--- src/rtl/fetch_pkg.sv ---
// fetch_pkg: shared types and constants for the instruction-fetch stage
package fetch_pkg;
  typedef enum logic [1:0] {IDLE, RUN, HALT} state_t;
  localparam logic [31:0] NOP_WORD = 32'h0000_0000;
  localparam logic [5:0] HALT_OP = 6'b111111;
  function automatic logic [5:0] opcode(input logic [31:0] instr);
    return instr[31:26];
  endfunction
endpackage

--- src/rtl/fetch_stage_if.sv ---
// fetch_stage_if: control, IMEM and IF/ID signals of the fetch stage
interface fetch_stage_if;
  logic start;
  logic stall;
  logic redirect;
  logic [31:0] redirect_pc;
  logic [31:0] imem_addr;
  logic [31:0] imem_instr;
  logic if_id_valid;
  logic [31:0] if_id_instr;
  logic [31:0] if_id_pc;
  logic [31:0] if_id_pc_next;
  logic halted;
  logic [31:0] fetch_count;
  modport master (
    input start, stall, redirect, redirect_pc, imem_instr,
    output imem_addr, if_id_valid, if_id_instr, if_id_pc, if_id_pc_next, halted, fetch_count
  );
  modport slave (
    output start, stall, redirect, redirect_pc, imem_instr,
    input imem_addr, if_id_valid, if_id_instr, if_id_pc, if_id_pc_next, halted, fetch_count
  );
endinterface

--- src/rtl/if_id_reg.sv ---
// if_id_reg: IF/ID pipeline register; flush beats load, neither means hold
module if_id_reg import fetch_pkg::*; (
  input logic clk,
  input logic rst,
  input logic load,
  input logic flush,
  input logic [31:0] instr,
  input logic [31:0] pc,
  output logic valid,
  output logic [31:0] instr_q,
  output logic [31:0] pc_q,
  output logic [31:0] pc_next_q
);
  always_ff @(posedge clk) begin
    if (rst) begin
      valid <= 1'b0;
      instr_q <= NOP_WORD;
      pc_q <= 32'd0;
      pc_next_q <= 32'd0;
    end else if (flush) begin
      valid <= 1'b0;
      instr_q <= NOP_WORD;
    end else if (load) begin
      valid <= 1'b1;
      instr_q <= instr;
      pc_q <= pc;
      pc_next_q <= pc + 32'd1;
    end
  end
endmodule

--- src/rtl/fetch_stage.sv ---
// fetch_stage: PC, start/halt FSM and fetch counter feeding the IF/ID register
module fetch_stage import fetch_pkg::*; #(
  parameter logic [31:0] RESET_PC = 32'd0
) (
  input logic clk,
  input logic rst,
  fetch_stage_if.master bus
);
  state_t state, state_nx;
  logic [31:0] pc, pc_nx, count;
  logic run, halt_cap, load, flush;
  logic valid;
  logic [31:0] instr_q, pc_q, pc_next_q;
  // a halt word sitting valid in IF/ID outranks redirect and stall
  always_comb begin
    run = state == RUN;
    halt_cap = run && valid && opcode(instr_q) == HALT_OP;
    load = run && !halt_cap && !bus.redirect && !bus.stall;
    flush = !run || halt_cap || bus.redirect;
    state_nx = (state == IDLE && bus.start) ? RUN : halt_cap ? HALT : state;
    pc_nx = (run && !halt_cap && bus.redirect) ? bus.redirect_pc : load ? pc + 32'd1 : pc;
  end
  always_ff @(posedge clk) begin
    if (rst) begin
      state <= IDLE;
      pc <= RESET_PC;
      count <= 32'd0;
    end else begin
      state <= state_nx;
      pc <= pc_nx;
      count <= count + {31'd0, load};
    end
  end
  if_id_reg u_if_id (
    .clk(clk),
    .rst(rst),
    .load(load),
    .flush(flush),
    .instr(bus.imem_instr),
    .pc(pc),
    .valid(valid),
    .instr_q(instr_q),
    .pc_q(pc_q),
    .pc_next_q(pc_next_q)
  );
  assign bus.imem_addr = pc;
  assign bus.if_id_valid = valid;
  assign bus.if_id_instr = instr_q;
  assign bus.if_id_pc = pc_q;
  assign bus.if_id_pc_next = pc_next_q;
  assign bus.halted = state == HALT;
  assign bus.fetch_count = count;
endmodule

--- src/flat_wrapper.sv ---
// flat-port wrapper written by rule: the top's interface ports become plain ports
module fetch_stage_flat import fetch_pkg::*;
#(
  parameter logic [31:0] RESET_PC = 32'd0
)
  (clk, rst, bus_start, bus_stall, bus_redirect, bus_redirect_pc, bus_imem_instr, bus_imem_addr, bus_if_id_valid, bus_if_id_instr, bus_if_id_pc, bus_if_id_pc_next, bus_halted, bus_fetch_count);
  fetch_stage_if bus_i ();
  input logic clk;
  input logic rst;
  input wire logic [$bits(bus_i.start)-1:0] bus_start;
  input wire logic [$bits(bus_i.stall)-1:0] bus_stall;
  input wire logic [$bits(bus_i.redirect)-1:0] bus_redirect;
  input wire logic [$bits(bus_i.redirect_pc)-1:0] bus_redirect_pc;
  input wire logic [$bits(bus_i.imem_instr)-1:0] bus_imem_instr;
  output wire logic [$bits(bus_i.imem_addr)-1:0] bus_imem_addr;
  output wire logic [$bits(bus_i.if_id_valid)-1:0] bus_if_id_valid;
  output wire logic [$bits(bus_i.if_id_instr)-1:0] bus_if_id_instr;
  output wire logic [$bits(bus_i.if_id_pc)-1:0] bus_if_id_pc;
  output wire logic [$bits(bus_i.if_id_pc_next)-1:0] bus_if_id_pc_next;
  output wire logic [$bits(bus_i.halted)-1:0] bus_halted;
  output wire logic [$bits(bus_i.fetch_count)-1:0] bus_fetch_count;
  assign bus_i.start = bus_start;
  assign bus_i.stall = bus_stall;
  assign bus_i.redirect = bus_redirect;
  assign bus_i.redirect_pc = bus_redirect_pc;
  assign bus_i.imem_instr = bus_imem_instr;
  assign bus_imem_addr = bus_i.imem_addr;
  assign bus_if_id_valid = bus_i.if_id_valid;
  assign bus_if_id_instr = bus_i.if_id_instr;
  assign bus_if_id_pc = bus_i.if_id_pc;
  assign bus_if_id_pc_next = bus_i.if_id_pc_next;
  assign bus_halted = bus_i.halted;
  assign bus_fetch_count = bus_i.fetch_count;
  fetch_stage #(.RESET_PC(RESET_PC)) u_core (.clk(clk), .rst(rst), .bus(bus_i));
endmodule
--- config.mk ---
export PLATFORM = sky130hd
export DESIGN_NAME = fetch_stage_flat
export DESIGN_NICKNAME = d
export VERILOG_FILES = /design/src/rtl/fetch_pkg.sv /design/src/rtl/fetch_stage_if.sv /design/src/rtl/if_id_reg.sv /design/src/rtl/fetch_stage.sv /design/src/flat_wrapper.sv
export SDC_FILE = /design/constraint.sdc
export NUM_CORES = 1
export LEC_CHECK = 0
export ABC_CLOCK_PERIOD_IN_PS = 8920
export CORE_MARGIN = 4
export CORE_UTILIZATION = 30
export CTS_CLUSTER_DIAMETER = 100
export DETAILED_ROUTE_END_ITERATION = 6
export PLACE_DENSITY = 0.63
export SLEW_MARGIN = 25
export SYNTH_ARGS = -nofsm -noshare
export SYNTH_HDL_FRONTEND = slang
export SYNTH_HIERARCHICAL = 1
export SYNTH_SLANG_ARGS = --single-unit
--- constraint.sdc ---
create_clock -name clk -period 8.92 [get_ports clk]
set_clock_uncertainty 0.15 [all_clocks]
set_input_delay 1.784 -clock clk [delete_from_list [all_inputs] [get_ports clk]]
set_output_delay 1.784 -clock clk [all_outputs]
set_load 0.01 [all_outputs]
# Word-level counts from Yosys, hierarchy flattened
# Cells that the tools add are included.
# W data, S select, Z words.
[op_classes]
addsub = 2
bitwise_logic = 1
n_reduce_logical = 19
eq_ne = 3
muxes = 4
[ops]
columns = ["operator", "count"]
rows = [
  ["$mux W32", 2],
  ["$add A32 B1 Y32", 1],
  ["$add A32 B1 Y32 const B", 1],
  ["$logic_and A1 B1 Y1", 7],
  ["$eq A6 B6 Y1 const B", 1],
  ["$logic_not A1 Y1", 4],
  ["$reduce_bool A2 Y1", 2],
  ["$reduce_or A2 Y1", 2],
  ["$eq A2 B1 Y1 const B", 1],
  ["$eq A2 B2 Y1 const B", 1],
  ["$logic_not A2 Y1", 1],
  ["$logic_or A1 B1 Y1", 2],
  ["$mux W1", 2],
  ["$reduce_and A2 Y1", 1],
  ["$not A1 Y1", 1],
]
[totals]
wordCells = 37
output_inout_bits = 162
in_bits = 69
register_bits = 163

# Depth between registers and ports, before layout
[logic_depth]
word_depth = 9
depth_mapped = 13
ltp_nobuf = 10

# By module
# The synthesis kept the hierarchy.
[modules_own_cells]
columns = ["mod", "seq_area_each_um2", "area_each_um2", "cells_per_inst", "n_inst"]
rows = [
  ["if_id_reg", 1941.9, 3937.5, 457, 1],
  ["fetch_stage", 1321.3, 3345.7, 409, 1],
]

# Worst setup path after synthesis
# Ideal clock, no wire load.
[synth_path]
kind = "in2reg"
startpoint = "input bus_redirect"
endpoint = "register u_core.count[30], in the netlist u_core/bus.fetch_count[30]"
path_slack_ps = 4508
setup_ps = 128
t_required_ps = 8642
arrival_ps = 4135
path_stages = 13
path_buffers = 3
cell_sequence = "clkbuf_1 -> nor4b_2 -> o21ai_1 -> clkbuf_1 -> inv_1 -> ha_1 -> ha_1 -> and2_1 -> nand4_1 -> clkbuf_1 -> nor4_1 -> xnor2_1 -> nor2_1"
[synth_between]
elab_chain_len = 4
[synth_rtl]
columns = ["element", "line", "rtl"]
rows = [
  ["start, declared", "flat_wrapper.sv:12", "input wire logic [$bits(bus_i.redirect)-1:0] bus_redirect;"],
  ["$logic_not A1 Y1", "fetch_stage.sv:18", "load = run && !halt_cap && !bus.redirect && !bus.stall;"],
  ["$logic_and A1 B1 Y1 (2 in a row)", "fetch_stage.sv:18", ""],
  ["named net u_core.load", "fetch_stage.sv:11", "logic run, halt_cap, load, flush;"],
  ["$add A32 B1 Y32", "fetch_stage.sv:31", "count <= count + {31'd0, load};"],
  ["end signal, assigned", "fetch_stage.sv:31", ""],
  ["end, declared", "fetch_stage.sv:10", "logic [31:0] pc, pc_nx, count;"],
]
# The timed path passes the listed nets, and every way through them passes these cells.
# A chain may end at the register's enable or synchronous reset.

# Final worst setup path
# Ends and elaborated chain as after synthesis.

==> flow_metrics.py <==
metrics = {
    "clock_network": {
        "clk_latency_ps": 430,
        "path_clk_slew_ps": 70,
        "cts_buffers": 17,
        "cts_buffer_depth": 2,
        "cts_num_sinks": 163,
        "cts_root_buf": "clkbuf_16",
        "cts_tree": "built",
        "ctsResizeCount": 0,
        "cts_hold_buf": 0,
        "cts_setup_buffers": 0,
        "cts_htree_levels": 4,
    },
    "floorplanning": {
        "die_h_microns": 164,
        "ios": 231,
        "start_util_pct": 30.8,
        "die_w_microns": 164,
        "core_sq_mm": 0.0237,
        "dieArea_sq_mm": 0.0268,
        "row_count": 56,
    },
    "sta": {
        "fmax_mhz": 179,
        "rsz0062_at_grt": "false",
        "finalCriticalPeriod_ps": 5570,
        "hold_violations": 0,
        "setup-tns-final_ps": 0,
        "setup_viol": 0,
        "tightest_slew_ps": 917,
        "fin_crit_sh_pct": 62.5,
        "hold_slack_ps": 303,
        "slew_headroom_pct": 38.9,
        "slew_violations": 0,
    },
    "route": {
        "post_drt_wl_per_cell_microns": 16.4,
        "dr.first_iter.drc_count": 440,
        "vias": 6918,
        "vias_per_cell": 4.95,
        "routed_wirelength_microns": 22900,
        "drc_errors": 0,
        "final_antenna_net_count": 0,
        "dr.pass1.iters": 5,
    },
    "placement": {
        "dp_hpwl_microns": 15700,
        "gp_congestion": 0.782,
        "portBuffers": 230,
        "dpl_cell_area_sq_mm": 0.00982,
    },
    "worst_setup_path": {
        "worstPathArrival_ps": 5720,
        "critPathCaptureType": "flop",
        "reg2reg_from": "u_core/u_if_id/instr_q[30]$_SDFFE_PP0P_",
        "reg2reg_slack_ps": 4390,
        "start_kind": "input port",
        "required_ps": 9070,
        "critPathKind": "input port to flop",
        "r2r_end": "u_core/bus.fetch_count[28]$_SDFF_PP0_",
        "r2r.worst_path.cells": 10,
        "cp_max_fo": 37,
    },
    "global_routing": {
        "grt_pass1_wl_microns": 36000,
        "antenna_found_initial": 3,
        "grt_pass1_vias": 6420,
        "track_usage_pct": 16.7,
        "grt_start_max_net_pins": 97,
        "grt_overflow_total": 0,
    },
    "yosys": {
        "syn_area_sq_mm": 0.00728,
        "synthArstFlopShare_pct": 0,
        "netlist_instances": 866,
        "ys.flop_type": "dfxtp_1",
        "synth-seq-area-share_pct": 44.8,
        "syn_avg_cell_area_sq_um": 8.41,
        "synth_nets": 939,
        "synth_edf_count": 0,
        "yosysWarnings": 6,
        "synth_seq_cells": 163,
        "ys_types": 48,
    },
    "min_path": {
        "worstHoldEndpoint": "u_core/u_if_id/pc_q[11]$_SDFFE_PP0P_",
        "worstHoldPathCells": 2,
        "hold_path_startpoint": "u_core/u_if_id/pc_q[11]$_SDFFE_PP0P_",
        "hold_path.class": "flop to flop",
    },
    "finish": {
        "layout_common_cells": "clkdlybuf4s50_1, dfxtp_1, nor2_1",
        "post-route-util_pct": 44.0,
        "area_growth_pct": 43.0,
        "regArea_sq_mm": 0.00326,
        "final_common_cell": "clkdlybuf4s50_1",
        "fin_nets": 1138,
        "drive_gt1_share_pct": 4.64,
        "fin_area_sq_mm": 0.0104,
        "multi_input_area_sq_mm": 0.00378,
        "n_antenna_cell": 0,
        "fill_cells": 2386,
    },
    "power_and_ir_drop": {
        "p_per_area_mw_per_mm2": 156,
        "leakagePower_nw": 3.21,
        "ir_drop_mv": 0.102,
    },
    "flow_run": {
        "drv_cap": 0,
    },
    "status": {
        "status": "complete, no violations",
    },
}
==> stage by stage <==
step | cells | setup WS (ps) | power (mW)
6_report | 1397 | 3350 | 1.63
5_1_grt | 1397 | 2960 | 1.69
4_1_cts | 1397 | 3140 | 1.65
3_5_place_dp | 1365 | 2700 | 0.912
3_3_place_gp | 1365 | 2710 | 0.910
2_1_floorplan | 866 | 4510 | 0.834
==> synth_stat cells (3+ instances only) <==
master | number | area share (%)
nor4_1 | 13 | 1.1
dfxtp_1 | 163 | 45
nor2b_1 | 6 | 0.52
or3_1 | 17 | 1.5
and4_1 | 11 | 1.3
ha_1 | 4 | 0.69
nand4_1 | 23 | 2.0
xor2_1 | 24 | 2.9
mux2i_1 | 33 | 4.5
nand3_1 | 35 | 2.4
buf_2 | 3 | 0.21
a21oi_1 | 44 | 3.0
clkbuf_1 | 44 | 2.3
xnor2_1 | 48 | 5.8
a211oi_1 | 48 | 4.9
nor2_1 | 130 | 6.7
inv_1 | 15 | 0.77
a311oi_1 | 7 | 0.84
nor3_1 | 25 | 1.7
o21ai_0 | 14 | 0.96
and3_1 | 13 | 1.1
nand2_1 | 101 | 5.2
and2_1 | 5 | 0.43
buf_1 | 7 | 0.36
==> per-layer routing <==
layer / wire length [microns] / track usage (%) / part of all wire [%]
met4: 151 / 3.81 / 0.66
met1: 10200 / 22.5 / 45
met2: 10500 / 25.9 / 46
met5: 47 / 0 / 0.21
met3: 1920 / 5.95 / 8.4
==> power breakdown <==
group / internal, mW / switching, mW / leakage (nW) / total [mW]
combinational: 0.0687 / 0.0520 / 1.61 / 0.121
sequential: 0.740 / 0.0329 / 1.32 / 0.773
clock: 0.414 / 0.320 / 0.287 / 0.734
total: 1.22 / 0.405 / 3.21 / 1.63
==> worst max-delay path by stage <==
stage                                                       end  slack, ps    startpoint
after floorplan           u_core/bus.fetch_count[30]$_SDFF_PP0_       4510  bus_redirect
after global placement    u_core/bus.fetch_count[24]$_SDFF_PP0_       2710  bus_redirect
after detailed placement  u_core/bus.fetch_count[24]$_SDFF_PP0_       2700  bus_redirect
after CTS                 u_core/bus.fetch_count[31]$_SDFF_PP0_       3140  bus_redirect
after global routing      u_core/bus.fetch_count[30]$_SDFF_PP0_       2960  bus_redirect
final                     u_core/bus.fetch_count[30]$_SDFF_PP0_       3350  bus_redirect
==> final cells by class <==
cell class | instances | share of cell area, %
timing repair buffer | 234 | 22.4
clock inverter | 11 | 1.11
multi-input combinational | 634 | 36.3
inverter | 15 | 0.553
clock buffer | 21 | 4.52
sequential | 163 | 31.3
tap | 319 | 3.83
==> worst max-delay path, cell delays in order <==
cell	delay (ps)
clkdlybuf4s50_1	540
nor4b_2	460
o21ai_4	300
clkinv_2	640
ha_1	350
ha_1	240
and2_1	160
nand4_1	480
nor4_1	520
xnor2_1	160
nor2_1	50
==> registers in the layout, summed over array words and instances, names as in the netlist <==
name and cells:
u_core/bus.fetch_count 32, u_core/bus.imem_addr 32, u_core/u_if_id/instr_q 32, u_core/u_if_id/pc_next_q 32, u_core/u_if_id/pc_q 32, u_core/state 2
u_core/u_if_id/valid 1
==> cell families after synthesis <==
group / Yosys count / synth area share, %
buf+inv: 69 / 3.61
mux: 34 / 4.69
xor+xnor: 72 / 8.66
simple gates: 392 / 25.6
flops: 163 / 44.8
fa+ha+maj: 4 / 0.687
compound gates: 132 / 12.0
(Power assumes the default switching activity.)
